$ cat src/rtl/mdio_pkg.sv
// Shared types and constants for the Clause-22 MDIO status poller.
package mdio_pkg;

    typedef enum logic [2:0] {
        ST_IDLE = 3'd0,
        ST_PRE  = 3'd1,
        ST_CMD  = 3'd2,
        ST_TA   = 3'd3,
        ST_DATA = 3'd4,
        ST_DONE = 3'd5
    } mdio_state_t;

    localparam logic [1:0] MDIO_ST    = 2'b01;
    localparam logic [1:0] MDIO_OP_RD = 2'b10;

    // Frame bit boundaries: first bit index of the following field.
    localparam int PRE_BITS   = 32;
    localparam int CMD_END    = 46;
    localparam int TA_END     = 48;
    localparam int FRAME_BITS = 64;

    localparam logic [1:0] SPD_1000 = 2'b10;
    localparam logic [1:0] SPD_100  = 2'b01;
    localparam logic [1:0] SPD_10   = 2'b00;

endpackage

$ cat src/rtl/mdio_clk_gen.sv
// MDC divider: CLK_DIV clk cycles per half period, low phase first.
// Held low with its counter cleared while disabled so every frame starts
// from a fresh low phase.
module mdio_clk_gen #(
    parameter int CLK_DIV = 25
) (
    input  logic clk,
    input  logic rst_n,
    input  logic en_i,
    output logic mdc_o,
    output logic fall_tick_o,
    output logic rise_tick_o
);

    localparam int CW = (CLK_DIV > 1) ? $clog2(CLK_DIV) : 1;

    logic [CW-1:0] cnt_q, cnt_d;
    logic          mdc_q, mdc_d;
    logic          term;

    assign term        = (cnt_q == CW'(CLK_DIV - 1));
    assign rise_tick_o = en_i & term & ~mdc_q;
    assign fall_tick_o = en_i & term &  mdc_q;
    assign mdc_o       = mdc_q;

    // Next-state for the half-period counter and MDC level.
    always_comb begin
        cnt_d = cnt_q;
        mdc_d = mdc_q;
        if (!en_i) begin
            cnt_d = '0;
            mdc_d = 1'b0;
        end else if (term) begin
            cnt_d = '0;
            mdc_d = ~mdc_q;
        end else begin
            cnt_d = cnt_q + CW'(1);
        end
    end

    // Divider registers.
    always_ff @(posedge clk or negedge rst_n) begin
        if (!rst_n) begin
            cnt_q <= '0;
            mdc_q <= 1'b0;
        end else begin
            cnt_q <= cnt_d;
            mdc_q <= mdc_d;
        end
    end

endmodule

$ cat src/rtl/mdio_link_poller.sv
// Clause-22 MDIO master that periodically reads the PHY status register and
// publishes speed/link qualifiers, held constant between polls.
//
// state   | meaning
// --------+-------------------------------------------------------------
// IDLE    | waiting out the poll interval, MDC low, bus released
// PRE     | 32-bit preamble of ones
// CMD     | ST, OP, PHY address, register address (frame bits 32-45)
// TA      | turnaround, bus released (frame bits 46-47)
// DATA    | 16 bits shifted in from the PHY (frame bits 48-63)
// DONE    | one cycle: results published, rd_valid high
module mdio_link_poller
    import mdio_pkg::*;
#(
    parameter int         CLK_DIV     = 25,
    parameter int         POLL_CYCLES = 1250000,
    parameter logic [4:0] PHY_ADDR    = 5'b00001,
    parameter logic [4:0] STAT_REG    = 5'h11,
    parameter int         SPD_MSB     = 15,
    parameter int         LINK_BIT    = 10
) (
    input  logic        clk,
    input  logic        rst_n,
    output logic        mdc,
    output logic        mdio_o,
    output logic        mdio_oe,
    input  logic        mdio_i,
    output logic [1:0]  speed,
    output logic        link,
    output logic [15:0] rd_data,
    output logic        rd_valid
);

    localparam int PW = (POLL_CYCLES > 1) ? $clog2(POLL_CYCLES) : 1;

    // Padded to 16 bits so a 4-bit index can never fall off the end.
    localparam logic [15:0] CMD_WORD = {2'b11, MDIO_ST, MDIO_OP_RD, PHY_ADDR, STAT_REG};

    mdio_state_t   state_q, state_d;
    logic [5:0]    bit_q, bit_d, bit_nx;
    logic [PW-1:0] poll_q, poll_d;
    logic [15:0]   shift_q, shift_d;
    logic [1:0]    sync_q;
    logic          mdio_o_q, mdio_o_d;
    logic          mdio_oe_q, mdio_oe_d;
    logic [15:0]   rd_data_q, rd_data_d;
    logic          rd_valid_q, rd_valid_d;
    logic [1:0]    speed_q, speed_d;
    logic          link_q, link_d;
    logic          fall_tick, rise_tick, clk_en;
    logic [3:0]    cmd_idx;
    logic [1:0]    spd_fld;

    assign clk_en  = (state_q != ST_IDLE);
    assign bit_nx  = bit_q + 6'd1;
    assign cmd_idx = 4'(6'(CMD_END - 1) - bit_nx);
    assign spd_fld = shift_q[SPD_MSB -: 2];

    mdio_clk_gen #(
        .CLK_DIV (CLK_DIV)
    ) u_clk_gen (
        .clk         (clk),
        .rst_n       (rst_n),
        .en_i        (clk_en),
        .mdc_o       (mdc),
        .fall_tick_o (fall_tick),
        .rise_tick_o (rise_tick)
    );

    // Two-stage synchronizer for the asynchronous MDIO input.
    always_ff @(posedge clk or negedge rst_n) begin
        if (!rst_n) begin
            sync_q <= 2'b11;
        end else begin
            sync_q <= {sync_q[0], mdio_i};
        end
    end

    // Frame sequencing, bus drive, capture and decode.
    always_comb begin
        state_d    = state_q;
        bit_d      = bit_q;
        poll_d     = poll_q;
        shift_d    = shift_q;
        mdio_o_d   = mdio_o_q;
        mdio_oe_d  = mdio_oe_q;
        rd_data_d  = rd_data_q;
        rd_valid_d = 1'b0;
        speed_d    = speed_q;
        link_d     = link_q;

        case (state_q)
            ST_IDLE: begin
                if (poll_q == PW'(POLL_CYCLES - 1)) begin
                    // MDC is already low, so bit 0 is driven on the way out.
                    state_d   = ST_PRE;
                    bit_d     = 6'd0;
                    mdio_o_d  = 1'b1;
                    mdio_oe_d = 1'b1;
                end else begin
                    poll_d = poll_q + PW'(1);
                end
            end

            ST_PRE, ST_CMD, ST_TA, ST_DATA: begin
                if (state_q == ST_DATA && rise_tick) begin
                    shift_d = {shift_q[14:0], sync_q[1]};
                end
                if (fall_tick) begin
                    if (bit_q == 6'(FRAME_BITS - 1)) begin
                        state_d    = ST_DONE;
                        mdio_o_d   = 1'b1;
                        mdio_oe_d  = 1'b0;
                        rd_data_d  = shift_q;
                        rd_valid_d = 1'b1;
                        if (shift_q == 16'hFFFF) begin
                            link_d = 1'b0;
                        end else if (!shift_q[LINK_BIT]) begin
                            link_d = 1'b0;
                        end else begin
                            link_d = 1'b1;
                            case (spd_fld)
                                SPD_1000, SPD_100, SPD_10: speed_d = spd_fld;
                                default:                   speed_d = speed_q;
                            endcase
                        end
                    end else begin
                        bit_d = bit_nx;
                        if (bit_nx < 6'(PRE_BITS)) begin
                            state_d   = ST_PRE;
                            mdio_o_d  = 1'b1;
                            mdio_oe_d = 1'b1;
                        end else if (bit_nx < 6'(CMD_END)) begin
                            state_d   = ST_CMD;
                            mdio_o_d  = CMD_WORD[cmd_idx];
                            mdio_oe_d = 1'b1;
                        end else if (bit_nx < 6'(TA_END)) begin
                            state_d   = ST_TA;
                            mdio_o_d  = 1'b1;
                            mdio_oe_d = 1'b0;
                        end else begin
                            state_d   = ST_DATA;
                            mdio_o_d  = 1'b1;
                            mdio_oe_d = 1'b0;
                        end
                    end
                end
            end

            ST_DONE: begin
                // The DONE cycle is the first cycle of the poll interval.
                state_d = ST_IDLE;
                poll_d  = PW'(1);
            end

            default: begin
                state_d   = ST_IDLE;
                mdio_o_d  = 1'b1;
                mdio_oe_d = 1'b0;
            end
        endcase
    end

    // State and output registers.
    always_ff @(posedge clk or negedge rst_n) begin
        if (!rst_n) begin
            state_q    <= ST_IDLE;
            bit_q      <= 6'd0;
            poll_q     <= PW'(POLL_CYCLES - 1);
            shift_q    <= 16'h0000;
            mdio_o_q   <= 1'b1;
            mdio_oe_q  <= 1'b0;
            rd_data_q  <= 16'h0000;
            rd_valid_q <= 1'b0;
            speed_q    <= SPD_10;
            link_q     <= 1'b0;
        end else begin
            state_q    <= state_d;
            bit_q      <= bit_d;
            poll_q     <= poll_d;
            shift_q    <= shift_d;
            mdio_o_q   <= mdio_o_d;
            mdio_oe_q  <= mdio_oe_d;
            rd_data_q  <= rd_data_d;
            rd_valid_q <= rd_valid_d;
            speed_q    <= speed_d;
            link_q     <= link_d;
        end
    end

    assign mdio_o   = mdio_o_q;
    assign mdio_oe  = mdio_oe_q;
    assign speed    = speed_q;
    assign link     = link_q;
    assign rd_data  = rd_data_q;
    assign rd_valid = rd_valid_q;

endmodule

$ cat config.mk
export PLATFORM = sky130hd
export DESIGN_NAME = mdio_link_poller
export DESIGN_NICKNAME = d
export VERILOG_FILES = /design/src/rtl/mdio_pkg.sv /design/src/rtl/mdio_clk_gen.sv /design/src/rtl/mdio_link_poller.sv
export SDC_FILE = /design/constraint.sdc
export NUM_CORES = 1
export LEC_CHECK = 0
export CAP_MARGIN = 20
export CORE_MARGIN = 2
export CORE_UTILIZATION = 25
export DETAILED_ROUTE_END_ITERATION = 8
export HOLD_SLACK_MARGIN = 0.15
export SKIP_CTS_REPAIR_TIMING = 1
export SYNTH_ARGS = -nofsm -noshare
export SYNTH_HDL_FRONTEND = slang
export SYNTH_HIERARCHICAL = 1
export SYNTH_SLANG_ARGS = --single-unit
$ cat constraint.sdc
create_clock -name clk -period 3.2 [get_ports clk]
set_clock_uncertainty 0.15 [all_clocks]
set_input_delay 0.64 -clock clk [delete_from_list [all_inputs] [get_ports clk]]
set_output_delay 0.64 -clock clk [all_outputs]
set_load 0.02 [all_outputs]
---- Word level (Yosys, flattened, before mapping) ----
Memory sizes are Yosys's and may differ from the RTL's.
Index checks and enable logic that the tools add are counted.
word-level totals
  bits in registers ....................... 76
  logic and storage cells ................. 93
  latch bits .............................. 0
  memories ................................ 1
  bits in writable memories ............... 0
  output and inout bits ................... 23
  ROM bits ................................ 16
  bits of input ports ..................... 3
memory list
  name             words  bits a word  rd ports  clocked after Yosys merged registers in  write ports  RTL line                 source
  (no name shown)  16     1            1         0                                        0            mdio_link_poller.sv:135  mdio_o_d = CMD_WORD[cmd_idx];
cells by class
  equality and inequality tests ........... 16
  shifts and indexed selects .............. 0
  reduce and logical (&&, ||, !) cells .... 15
  multipliers ............................. 0
  divide/modulo/power cells ............... 0
  $add $sub $neg .......................... 4
  order comparisons ....................... 4
  bitwise operators ....................... 6
  muxes and demuxes ....................... 34
operators by type and width
  operator                                                                      count
  21-bit one-hot mux with 2 select lines                                        1
  21-bit by 1-bit adder with 21-bit output, second input constant               1
  21-bit == test, second input constant                                         1
  21-bit 2-to-1 mux                                                             1
  6-bit less-than comparator, second input constant                             3
  3-bit 2-to-1 mux                                                              6
  6-bit 2-to-1 mux                                                              3
  1-bit 2-to-1 mux                                                              17
  16-bit == test, second input constant                                         1
  6-bit one-hot mux with 2 select lines                                         1
  5-bit 2-to-1 mux                                                              2
  2-bit inequality test, second input constant                                  5
  6-bit by 1-bit adder with 6-bit output, second input constant                 1
  3-bit by 2-bit == test with 1-bit output, second input constant               2
  3-bit == test, second input constant                                          2
  6-bit == test, second input constant                                          1
  1-bit one-hot mux with 3 select lines                                         2
  3-bit one-hot mux with 2 select lines                                         1
  2-bit AND reduction                                                           3
  3-bit AND reduction                                                           2
  6-bit AND reduction                                                           1
  5-bit by 1-bit adder with 5-bit output, second input constant                 1
  5-bit == test, second input constant                                          1
  4-bit by 5-bit less-than comparator with 1-bit output, second input constant  1
  other kinds (14)                                                              19

---- Longest topological paths before layout ----
Gate-level depths: netlist of the first run.
  word-level depth ........................ 9
  depth in mapped cells ................... 10
  mapped depth without buffers ............ 9

---- Modules after synthesis ----
Netlist of the first run, hierarchy kept.
modules (own cells, without submodules)
  module            area each (sq um)  cells an instance  instances  seq. area each (sq um)
  mdio_link_poller  3457.1             349                1          1769.2
  mdio_clk_gen      326.6              33                 1          150.1

---- Least setup slack after synthesis of the first run ----
No wires, ideal clock.
  path type ............................... register to register
  start ................................... register state_q[0]
  end ..................................... register rd_data_q[10], in the netlist rd_data[10]
  cell stages (with the launch flop) ...... 11
  data arrival time ....................... 2487 ps
  setup time .............................. 65 ps
  period minus slack after synthesis ...... 2702 ps
  data required time ...................... 2985 ps
  buffers on the path ..................... 4
  slack ................................... 498 ps
  cells stage by stage .................... dfrtp_1 -> clkbuf_1 -> nor3_2 -> clkinv_1 -> and3_2 -> clkbuf_8 -> o2111ai_1 -> clkbuf_1 -> clkbuf_1 -> nand2_1 -> nand2_1
on the way
  word-level cells in the longest chain between the ends .. 4
  elaborated cells between the ends (all ways) .. 9
  classes of those cells .................. eq/ne (4); bitwise (2); reduce/logical (3)
ends and longest elaborated chain
  element                               RTL line                 source
  start, declared                       mdio_link_poller.sv:39   mdio_state_t state_q, state_d;
  start signal, assigned                mdio_link_poller.sv:178  state_q <= state_d;
  3-bit nonzero test                    mdio_link_poller.sv:54   assign clk_en = (state_q != ST_IDLE);
  net clk_en                            mdio_link_poller.sv:50   logic fall_tick, rise_tick, clk_en;
  1-bit AND (2 in a row)                mdio_clk_gen.sv:23       assign fall_tick_o = en_i & term & mdc_q;
  net fall_tick                         mdio_link_poller.sv:50
  3-bit AND reduction (no source line)  n/a
  end signal, assigned                  mdio_link_poller.sv:184  rd_data_q <= rd_data_d;
  end, declared                         mdio_link_poller.sv:46   logic [15:0] rd_data_q, rd_data_d;
The timed path passes the listed nets, and every way through them passes these cells.
A chain may end at the register's enable or synchronous reset.

---- Worst setup path in the final report of the first run ----
  start ................................... register bit_q[0]
  end ..................................... register mdio_o_q, in the netlist mdio_o
on the way
  word-level cells in the longest chain between the ends .. 9
  elaborated cells between the ends (all ways) .. 12
  classes of those cells .................. add/sub (2); order compare (2); eq/ne (1); mux (6); memory (1)
ends and longest elaborated chain
  element                                    RTL line                 source
  start, declared                            mdio_link_poller.sv:40   logic [5:0] bit_q, bit_d, bit_nx;
  start signal, assigned                     mdio_link_poller.sv:179  bit_q <= bit_d;
  6-bit by 1-bit adder with 6-bit output     mdio_link_poller.sv:55   assign bit_nx = bit_q + 6'd1;
  4-bit subtractor                           mdio_link_poller.sv:56   assign cmd_idx = 4'(6'(CMD_END - 1) - bit_nx);
  memory read 16 x 1 bit                     n/a
  1-bit 2-to-1 mux (implied by the code)     mdio_link_poller.sv:135
  1-bit 2-to-1 mux                           mdio_link_poller.sv:133  end else if (bit_nx < 6'(CMD_END)) begin
  1-bit 2-to-1 mux                           mdio_link_poller.sv:129  if (bit_nx < 6'(PRE_BITS)) begin
  1-bit 2-to-1 mux (*)                       mdio_link_poller.sv:110  if (bit_q == 6'(FRAME_BITS - 1)) begin
  1-bit 2-to-1 mux (*)                       mdio_link_poller.sv:109  if (fall_tick) begin
  1-bit one-hot mux with 3 select lines (*)  mdio_link_poller.sv:92   case (state_q)
  end signal, assigned                       mdio_link_poller.sv:182  mdio_o_q <= mdio_o_d;
  end, declared                              mdio_link_poller.sv:44   logic mdio_o_q, mdio_o_d;
Mark *: on every way between the ends. The rest lies on a longest branch, timed or not. The select of a mux whose other input is x is not followed.

==> qor.csv, run 1 <==
metric,value,unit
worst hold path type,flop to flop,
crit-path cells,"ha_1, nand2b_1, nand2_1, ha_1, and3_1, o21ai_0, a22oi_1, a2111oi_0, mux2i_1",
period utilisation layout,86.0,%
worst hold start,sync_q[0]$_DFF_PN1_,
number of port buffers,25,
final setup violating endpoints,0,
area fraction of the dominant cell type after synthesis,41.0,%
"flops & latches, synth",76,
count of buffer and inverter cells on the critical path,0,
Worst Reg2Reg Path Length in Cells,9,
maximum net fanout on the critical path,9,
leading area contributor after synthesis,sky130_fd_sc_hd__dfrtp_1,
overall die width,127,um
crit-path most repeated cell,sky130_fd_sc_hd__ha_1,
Worst-Margin Slew,977,ps
total congestion overflow after global routing,0,
initial cell density of the core,25.8,%
Iteration-0 DRC Markers,161,
pin count of the biggest net entering global routing,77,
"buffers from clock root to sink, at most",2,
critical path start-end classification,flop to flop,
Layout Area Growth over Synthesis,18.4,%
final total negative setup slack,0,ps
depth of the CTS H-tree,3,
crit path capture type,flop,
sequential-to-total area share from yosys stat,50.7,%
# IOs,26,
Worst path max stage delay,490,ps
TritonCTS clock tree,built,
Pre-antenna DRT Iters,4,
headroom to the max-slew limit,34.9,%
total number of clock tree sinks,76,
number of nets with antenna violations after detailed routing,0,
max-slew violations,0,
Reg-to-Reg Start,bit_q[0]$_DFFE_PN0P_,
Synth Cell Area,3780,sq um
detailed-placement wirelength estimate,5510,um
floorplan die height,127,um
number of global-route vias before repair,2961,
Final min period,2750,ps
Critical R2R Capture,mdio_o$_DFFE_PN1P_,
highest clock rate,364,MHz
Worst Hold Path EP,sync_q[1]$_DFF_PN1_,
count of flip-flops with a built-in enable after synthesis,0,
count of cell types in the netlist,60,
detailed-route DRC error count,0,
Syn Inst Count,382,
ratio of routed vias to standard cells,4.87,
layout cells sized above 1,14.8,%
required arrival time at the worst endpoint,3280,ps
top post-synthesis cells by area,"sky130_fd_sc_hd__dfrtp_1 (41%), sky130_fd_sc_hd__dfstp_2 (9.7%), sky130_fd_sc_hd__nand2_1 (6.6%)",
global-route wire length before repair,14100,um
routed length per instance,13.8,um
combined global-route utilization of all metal layers,10.8,%
Final nets,415,
number of cells on the worst hold path,0,
antenna cells,0,
"Net Count, Synth",391,
WP data arrival,2830,ps
Power Total,1910,uW
"Async S/R FF share, synth",100,%
CP top delay family,compound AO/OA/AOI/OAI gates,
die footprint,16100,sq um
count of vias placed by the detailed router,2898,
flop-to-flop setup slack,450,ps
maximum VDD drop,200,uV
pwr dens,428,nW/um^2
RSZ-0062 raised after global routing,no,
average cell area after synthesis,9.90,sq um
placeable core region,14600,sq um
worst skew pair latency,330,ps
root buffer cell,sky130_fd_sc_hd__clkbuf_16,
dominant synthesized flop cell,sky130_fd_sc_hd__dfrtp_1,
"slowest stage cell, crit path",sky130_fd_sc_hd__a2111oi_0,
DRT Wirelength,8180,um
result of the run,"finished, final reports clean",
crit start category,flop,
max cap viols,0,
number of warnings printed during yosys synthesis,6,
clock-pin slew on the worst setup and hold paths,60,ps
total CTS buffers,9,
num rows,44,
Placer Congestion,0.835,
count of final hold-check violations,0,
static leakage,0.00191,uW
initial antenna violation count,0,
## report_power, final
| part | internal [uW] | switching, uW | total (uW) |
|---|---|---|---|
| registers | 964 | 0.536 | 965 |
| clock network | 528 | 402 | 930 |
| logic | 1.77 | 18.3 | 20.1 |
| total | 1490 | 421 | 1910 |
## kinds of logic (layout without fill, tap and decap cells)
family                     after synthesis  in the layout  share of synthesized area [%]
AOI/OAI and AO/OA                       66             66                           11.1
and+or+nand+nor                        166            166                           22.6
xor gates and xnor gates                17             17                           3.94
DFF                                     76             76                           50.7
adders and majority gates                6              6                           1.98
muxes                                   20             20                           5.92
buffers and inverters                   31             60                           3.77
## flip-flops by register name, indices dropped and copies added, names as in the netlist, 2 cells and up
register	count
poll_q	21
rd_data	16
shift_q	16
bit_q	6
u_clk_gen/cnt_q	5
state_q	3
speed	2
sync_q	2
## synthesized netlist by cell type, types with 3 or more instances
master and n:
sky130_fd_sc_hd__nor2_1 23, sky130_fd_sc_hd__nor3_1 3, sky130_fd_sc_hd__clkbuf_1 9, sky130_fd_sc_hd__o21ai_0 18
sky130_fd_sc_hd__and3_1 4, sky130_fd_sc_hd__dfrtp_1 62, sky130_fd_sc_hd__nor4_1 3, sky130_fd_sc_hd__xor2_1 12
sky130_fd_sc_hd__and3_2 3, sky130_fd_sc_hd__ha_1 6, sky130_fd_sc_hd__o211ai_1 6, sky130_fd_sc_hd__mux2_2 15
sky130_fd_sc_hd__nand3_1 20, sky130_fd_sc_hd__xnor2_1 5, sky130_fd_sc_hd__or3_1 6, sky130_fd_sc_hd__nand4_1 6
sky130_fd_sc_hd__or4_1 3, sky130_fd_sc_hd__dfstp_2 14, sky130_fd_sc_hd__o22ai_1 3, sky130_fd_sc_hd__a21oi_1 17
sky130_fd_sc_hd__o31ai_1 5, sky130_fd_sc_hd__nand2b_1 3, sky130_fd_sc_hd__inv_1 15, sky130_fd_sc_hd__and4_1 4
sky130_fd_sc_hd__mux2i_1 4, sky130_fd_sc_hd__nand2_1 67, sky130_fd_sc_hd__and2_1 5, sky130_fd_sc_hd__nand3b_1 3
## routing by layer
layer / share of wire, % / global-route usage [%]
met5: 0 / 0
met4: 1.6 / 5.49
met3: 3.4 / 2.26
met2: 47 / 16.7
met1: 48 / 14.2
## how the worst max path moves through the flow
stage	startpoint	end	slack (ps)	cells after the start
finish	bit_q[0]$_DFFE_PN0P_	mdio_o$_DFFE_PN1P_	450	9
global route	bit_q[0]$_DFFE_PN0P_	mdio_o$_DFFE_PN1P_	200	9
CTS	bit_q[0]$_DFFE_PN0P_	mdio_o$_DFFE_PN1P_	470	9
detailed placement	bit_q[0]$_DFFE_PN0P_	mdio_o$_DFFE_PN1P_	470	9
global placement	bit_q[0]$_DFFE_PN0P_	mdio_o$_DFFE_PN1P_	510	9
floorplan	state_q[0]$_DFFE_PN0P_	rd_data[10]$_DFFE_PN0P_	500	10
## cell usage in the layout, fill, tap and decap left out, types with 2 or more instances in the layout
cell type,synthesis,routed
sky130_fd_sc_hd__a21oi_1,17,17
sky130_fd_sc_hd__a22o_1,2,2
sky130_fd_sc_hd__a31oi_1,2,2
sky130_fd_sc_hd__and2_1,5,5
sky130_fd_sc_hd__and3_1,4,4
sky130_fd_sc_hd__and3_2,3,3
sky130_fd_sc_hd__and4_1,4,4
sky130_fd_sc_hd__buf_4,1,4
sky130_fd_sc_hd__clkbuf_1,9,2
sky130_fd_sc_hd__clkbuf_16,0,9
sky130_fd_sc_hd__clkdlybuf4s50_1,0,24
sky130_fd_sc_hd__clkinvlp_4,0,2
sky130_fd_sc_hd__dfrtp_1,62,62
sky130_fd_sc_hd__dfstp_2,14,14
sky130_fd_sc_hd__ha_1,6,6
sky130_fd_sc_hd__inv_1,15,15
sky130_fd_sc_hd__mux2_2,15,15
sky130_fd_sc_hd__mux2i_1,4,4
sky130_fd_sc_hd__nand2_1,67,67
sky130_fd_sc_hd__nand2b_1,3,3
sky130_fd_sc_hd__nand3_1,20,20
sky130_fd_sc_hd__nand3b_1,3,3
sky130_fd_sc_hd__nand4_1,6,6
sky130_fd_sc_hd__nand4b_1,2,2
sky130_fd_sc_hd__nor2_1,23,23
sky130_fd_sc_hd__nor3_1,3,3
sky130_fd_sc_hd__nor4_1,3,3
sky130_fd_sc_hd__nor4b_1,2,2
sky130_fd_sc_hd__o211ai_1,6,6
sky130_fd_sc_hd__o21ai_0,18,18
sky130_fd_sc_hd__o22ai_1,3,3
sky130_fd_sc_hd__o2bb2ai_1,2,2
sky130_fd_sc_hd__o31ai_1,5,5
sky130_fd_sc_hd__or3_1,6,6
sky130_fd_sc_hd__or4_1,3,3
sky130_fd_sc_hd__xnor2_1,5,5
sky130_fd_sc_hd__xor2_1,12,12
## stage by stage
stage          cell area [sq um]  worst slack (ps)  utilization [%]  instances  hold WS, ps
6_report                    4480               450             30.6        595          216
4_1_cts                     4480               468             30.6        595          216
5_1_grt                     4480               205             30.6        595          220
3_5_place_dp                4210               467             28.7        579          208
3_3_place_gp                4210               512             28.7        579          202
2_1_floorplan               3780               498                -        382          194
## area by class of cell
cell class,instances,area [sq um]
clock buffers,11,233
repair buffers,28,270
fillers,1512,10200
well taps,184,230
flip-flops and latches,76,1920
inverters,16,60.1
clock inverters,5,37.5
multi-input cells,275,1730
No activity file was read; power rests on OpenSTA's default activity.
==> run 2: changes to the inputs <==
- CTS_BUF_LIST: not set -> sky130_fd_sc_hd__clkbuf_2
- MAX_ROUTING_LAYER: not set -> met4
- clock period: 3.2 -> 3 ns (I/O delays scaled with it)
==> qor.csv, run 2 (synthesis gave the netlist of run 1 again) <==
metric,value,unit,change
result of the run,"finished, final reports clean",,unchanged
register ranked first by flip-flop count,poll_q,,unchanged
crit path capture type,flop,,unchanged
Layout Area Growth over Synthesis,15.4,%,was 18.4%
"buffers from clock root to sink, at most",2,,unchanged
RSZ-0062 raised after global routing,no,,unchanged
crit-path cells,"or4_1, or4_4, nor4_4, nand3b_2, mux2_4",,"was ha_1, nand2b_1, nand2_1, ha_1, and3_1, o21ai_0, a22oi_1, a2111oi_0, mux2i_1"
detailed-placement wirelength estimate,5450,um,was 5510 um
register cell area after layout,1920,sq um,unchanged
initial antenna violation count,0,,unchanged
Worst Reg2Reg Path Length in Cells,5,,was 9
number of nets with antenna violations after detailed routing,0,,unchanged
Critical R2R Capture,mdio_oe$_DFFE_PN0P_,,was mdio_o$_DFFE_PN1P_
most frequent cells in the layout,"sky130_fd_sc_hd__nand2_1 (67), sky130_fd_sc_hd__dfrtp_1 (62), sky130_fd_sc_hd__clkdlybuf4s50_1 (24), sky130_fd_sc_hd__nor2_1 (23), sky130_fd_sc_hd__nand3_1 (20)",,unchanged
count of final hold-check violations,0,,unchanged
# IOs,26,,unchanged
headroom to the max-slew limit,36.7,%,was 34.9%
flop-to-flop setup slack,300,ps,was 450 ps
number of port buffers,25,,unchanged
Pre-antenna DRT Iters,4,,unchanged
Iteration-0 DRC Markers,149,,was 161
Placer Congestion,0.810,,was 0.835
area of combinational cells with multiple inputs,1730,sq um,unchanged
Final nets,419,,was 415
highest clock rate,371,MHz,was 364 MHz
overall die width,127,um,unchanged
placeable core region,14600,sq um,unchanged
ratio of routed vias to standard cells,4.76,,was 4.87
detailed-route DRC error count,0,,unchanged
Reg-to-Reg Start,poll_q[8]$_DFFE_PN0P_,,was bit_q[0]$_DFFE_PN0P_
"leading cell type in the layout, fill and taps excluded",sky130_fd_sc_hd__nand2_1,,unchanged
Worst Hold Path EP,sync_q[1]$_DFF_PN1_,,unchanged
total CTS buffers,9,,unchanged
WP data arrival,2980,ps,was 2830 ps
number of global-route vias before repair,2829,,was 2961
final total negative setup slack,0,ps,unchanged
CP top delay family,simple AND/OR/NAND/NOR gates,,was compound AO/OA/AOI/OAI gates
required arrival time at the worst endpoint,3280,ps,about the same
final setup violating endpoints,0,,unchanged
floorplan die height,127,um,unchanged
routed length per instance,12.8,um,was 13.8 um
layout cells sized above 1,15.9,%,was 14.8%
maximum net fanout on the critical path,5,,was 9
num rows,44,,unchanged
max-slew violations,0,,unchanged
pwr dens,377,nW/um^2,was 428 nW/um^2
antenna cells,0,,unchanged
filler cell count,1501,,was 1512
total number of clock tree sinks,76,,unchanged
DRT Wirelength,7650,um,was 8180 um
total congestion overflow after global routing,0,,unchanged
worst hold start,sync_q[0]$_DFF_PN1_,,unchanged
max cap viols,0,,unchanged
die footprint,16100,sq um,unchanged
maximum VDD drop,129,uV,was 200 uV
number of flip-flops in the largest register,21,,unchanged
core occupancy in the finished layout,29.8,%,was 30.6%
worst skew pair latency,530,ps,was 330 ps
Worst path max stage delay,570,ps,was 490 ps
initial cell density of the core,25.8,%,unchanged
static leakage,0.00188,uW,was 0.00191 uW
crit start category,flop,,unchanged
worst hold path type,flop to flop,,unchanged
global-route wire length before repair,13500,um,was 14100 um
TritonCTS clock tree,built,,unchanged
depth of the CTS H-tree,3,,unchanged
pin count of the biggest net entering global routing,77,,unchanged
Final min period,2700,ps,was 2750 ps
number of cells on the worst hold path,0,,unchanged
count of buffer and inverter cells on the critical path,0,,unchanged
root buffer cell,sky130_fd_sc_hd__clkbuf_2,,was sky130_fd_sc_hd__clkbuf_16
period utilisation layout,89.9,%,was 86.0%
critical path start-end classification,flop to flop,,unchanged
"slowest stage cell, crit path",sky130_fd_sc_hd__or4_4,,was sky130_fd_sc_hd__a2111oi_0
Worst-Margin Slew,949,ps,was 977 ps
count of vias placed by the detailed router,2851,,was 2898
combined global-route utilization of all metal layers,10.5,%,was 10.8%
Power Total,1650,uW,was 1910 uW
clock-pin slew on the worst setup and hold paths,210,ps,was 60 ps
-- run 2: cell count changes in the layout (fill, tap and decap cells not counted), moves of 2 or more --
cell,before,now
sky130_fd_sc_hd__inv_6,1,3
sky130_fd_sc_hd__buf_4,4,7
sky130_fd_sc_hd__clkbuf_2,0,9
sky130_fd_sc_hd__clkbuf_1,2,0
sky130_fd_sc_hd__clkbuf_16,9,0
-- run 2: how the worst max path moves through the flow --
stage	startpoint	to	depth (start not counted)
floorplan	state_q[0]$_DFFE_PN0P_	rd_data[10]$_DFFE_PN0P_	10
global placement	poll_q[8]$_DFFE_PN0P_	mdio_oe$_DFFE_PN0P_	5
detailed placement	poll_q[8]$_DFFE_PN0P_	mdio_oe$_DFFE_PN0P_	5
CTS	bit_q[0]$_DFFE_PN0P_	mdio_o$_DFFE_PN1P_	9
global route	bit_q[0]$_DFFE_PN0P_	mdio_o$_DFFE_PN1P_	9
finish	poll_q[8]$_DFFE_PN0P_	mdio_oe$_DFFE_PN0P_	5
-- run 2: stage by stage --
step | std cells | instance area (sq um) | hold WS [ps] | setup WS [ps]
3_3_place_gp | 582 | 4230 | 204 | 355
6_report | 599 | 4370 | 225 | 302
3_5_place_dp | 582 | 4230 | 201 | 332
2_1_floorplan | 382 | 3780 | 154 | 298
5_1_grt | 599 | 4370 | 233 | 150
4_1_cts | 598 | 4360 | 40.2 | 307
-- run 2: power breakdown --
group | internal, uW | switching, uW
clock network | 204 | 391
registers | 1030 | 0.399
logic | 2.81 | 19.1
total | 1240 | 410
-- run 2: metal layers --
metal	global-route usage [%]	vias to the layer above	routed length (um)
met4	3.49	0	78
met1	13.5	1407	3780
met2	16.2	31	3570
met5	-	-	0
met3	2.55	8	220
li1	-	1405	-
-- run 2: area by class of cell --
class | instances | area share, %
multi-input cells | 275 | 39.6
clock inverters | 7 | 1.86
well taps | 184 | 5.27
inverters | 16 | 1.38
repair buffers | 32 | 6.93
clock buffers | 9 | 1.03
flip-flops and latches | 76 | 44.0
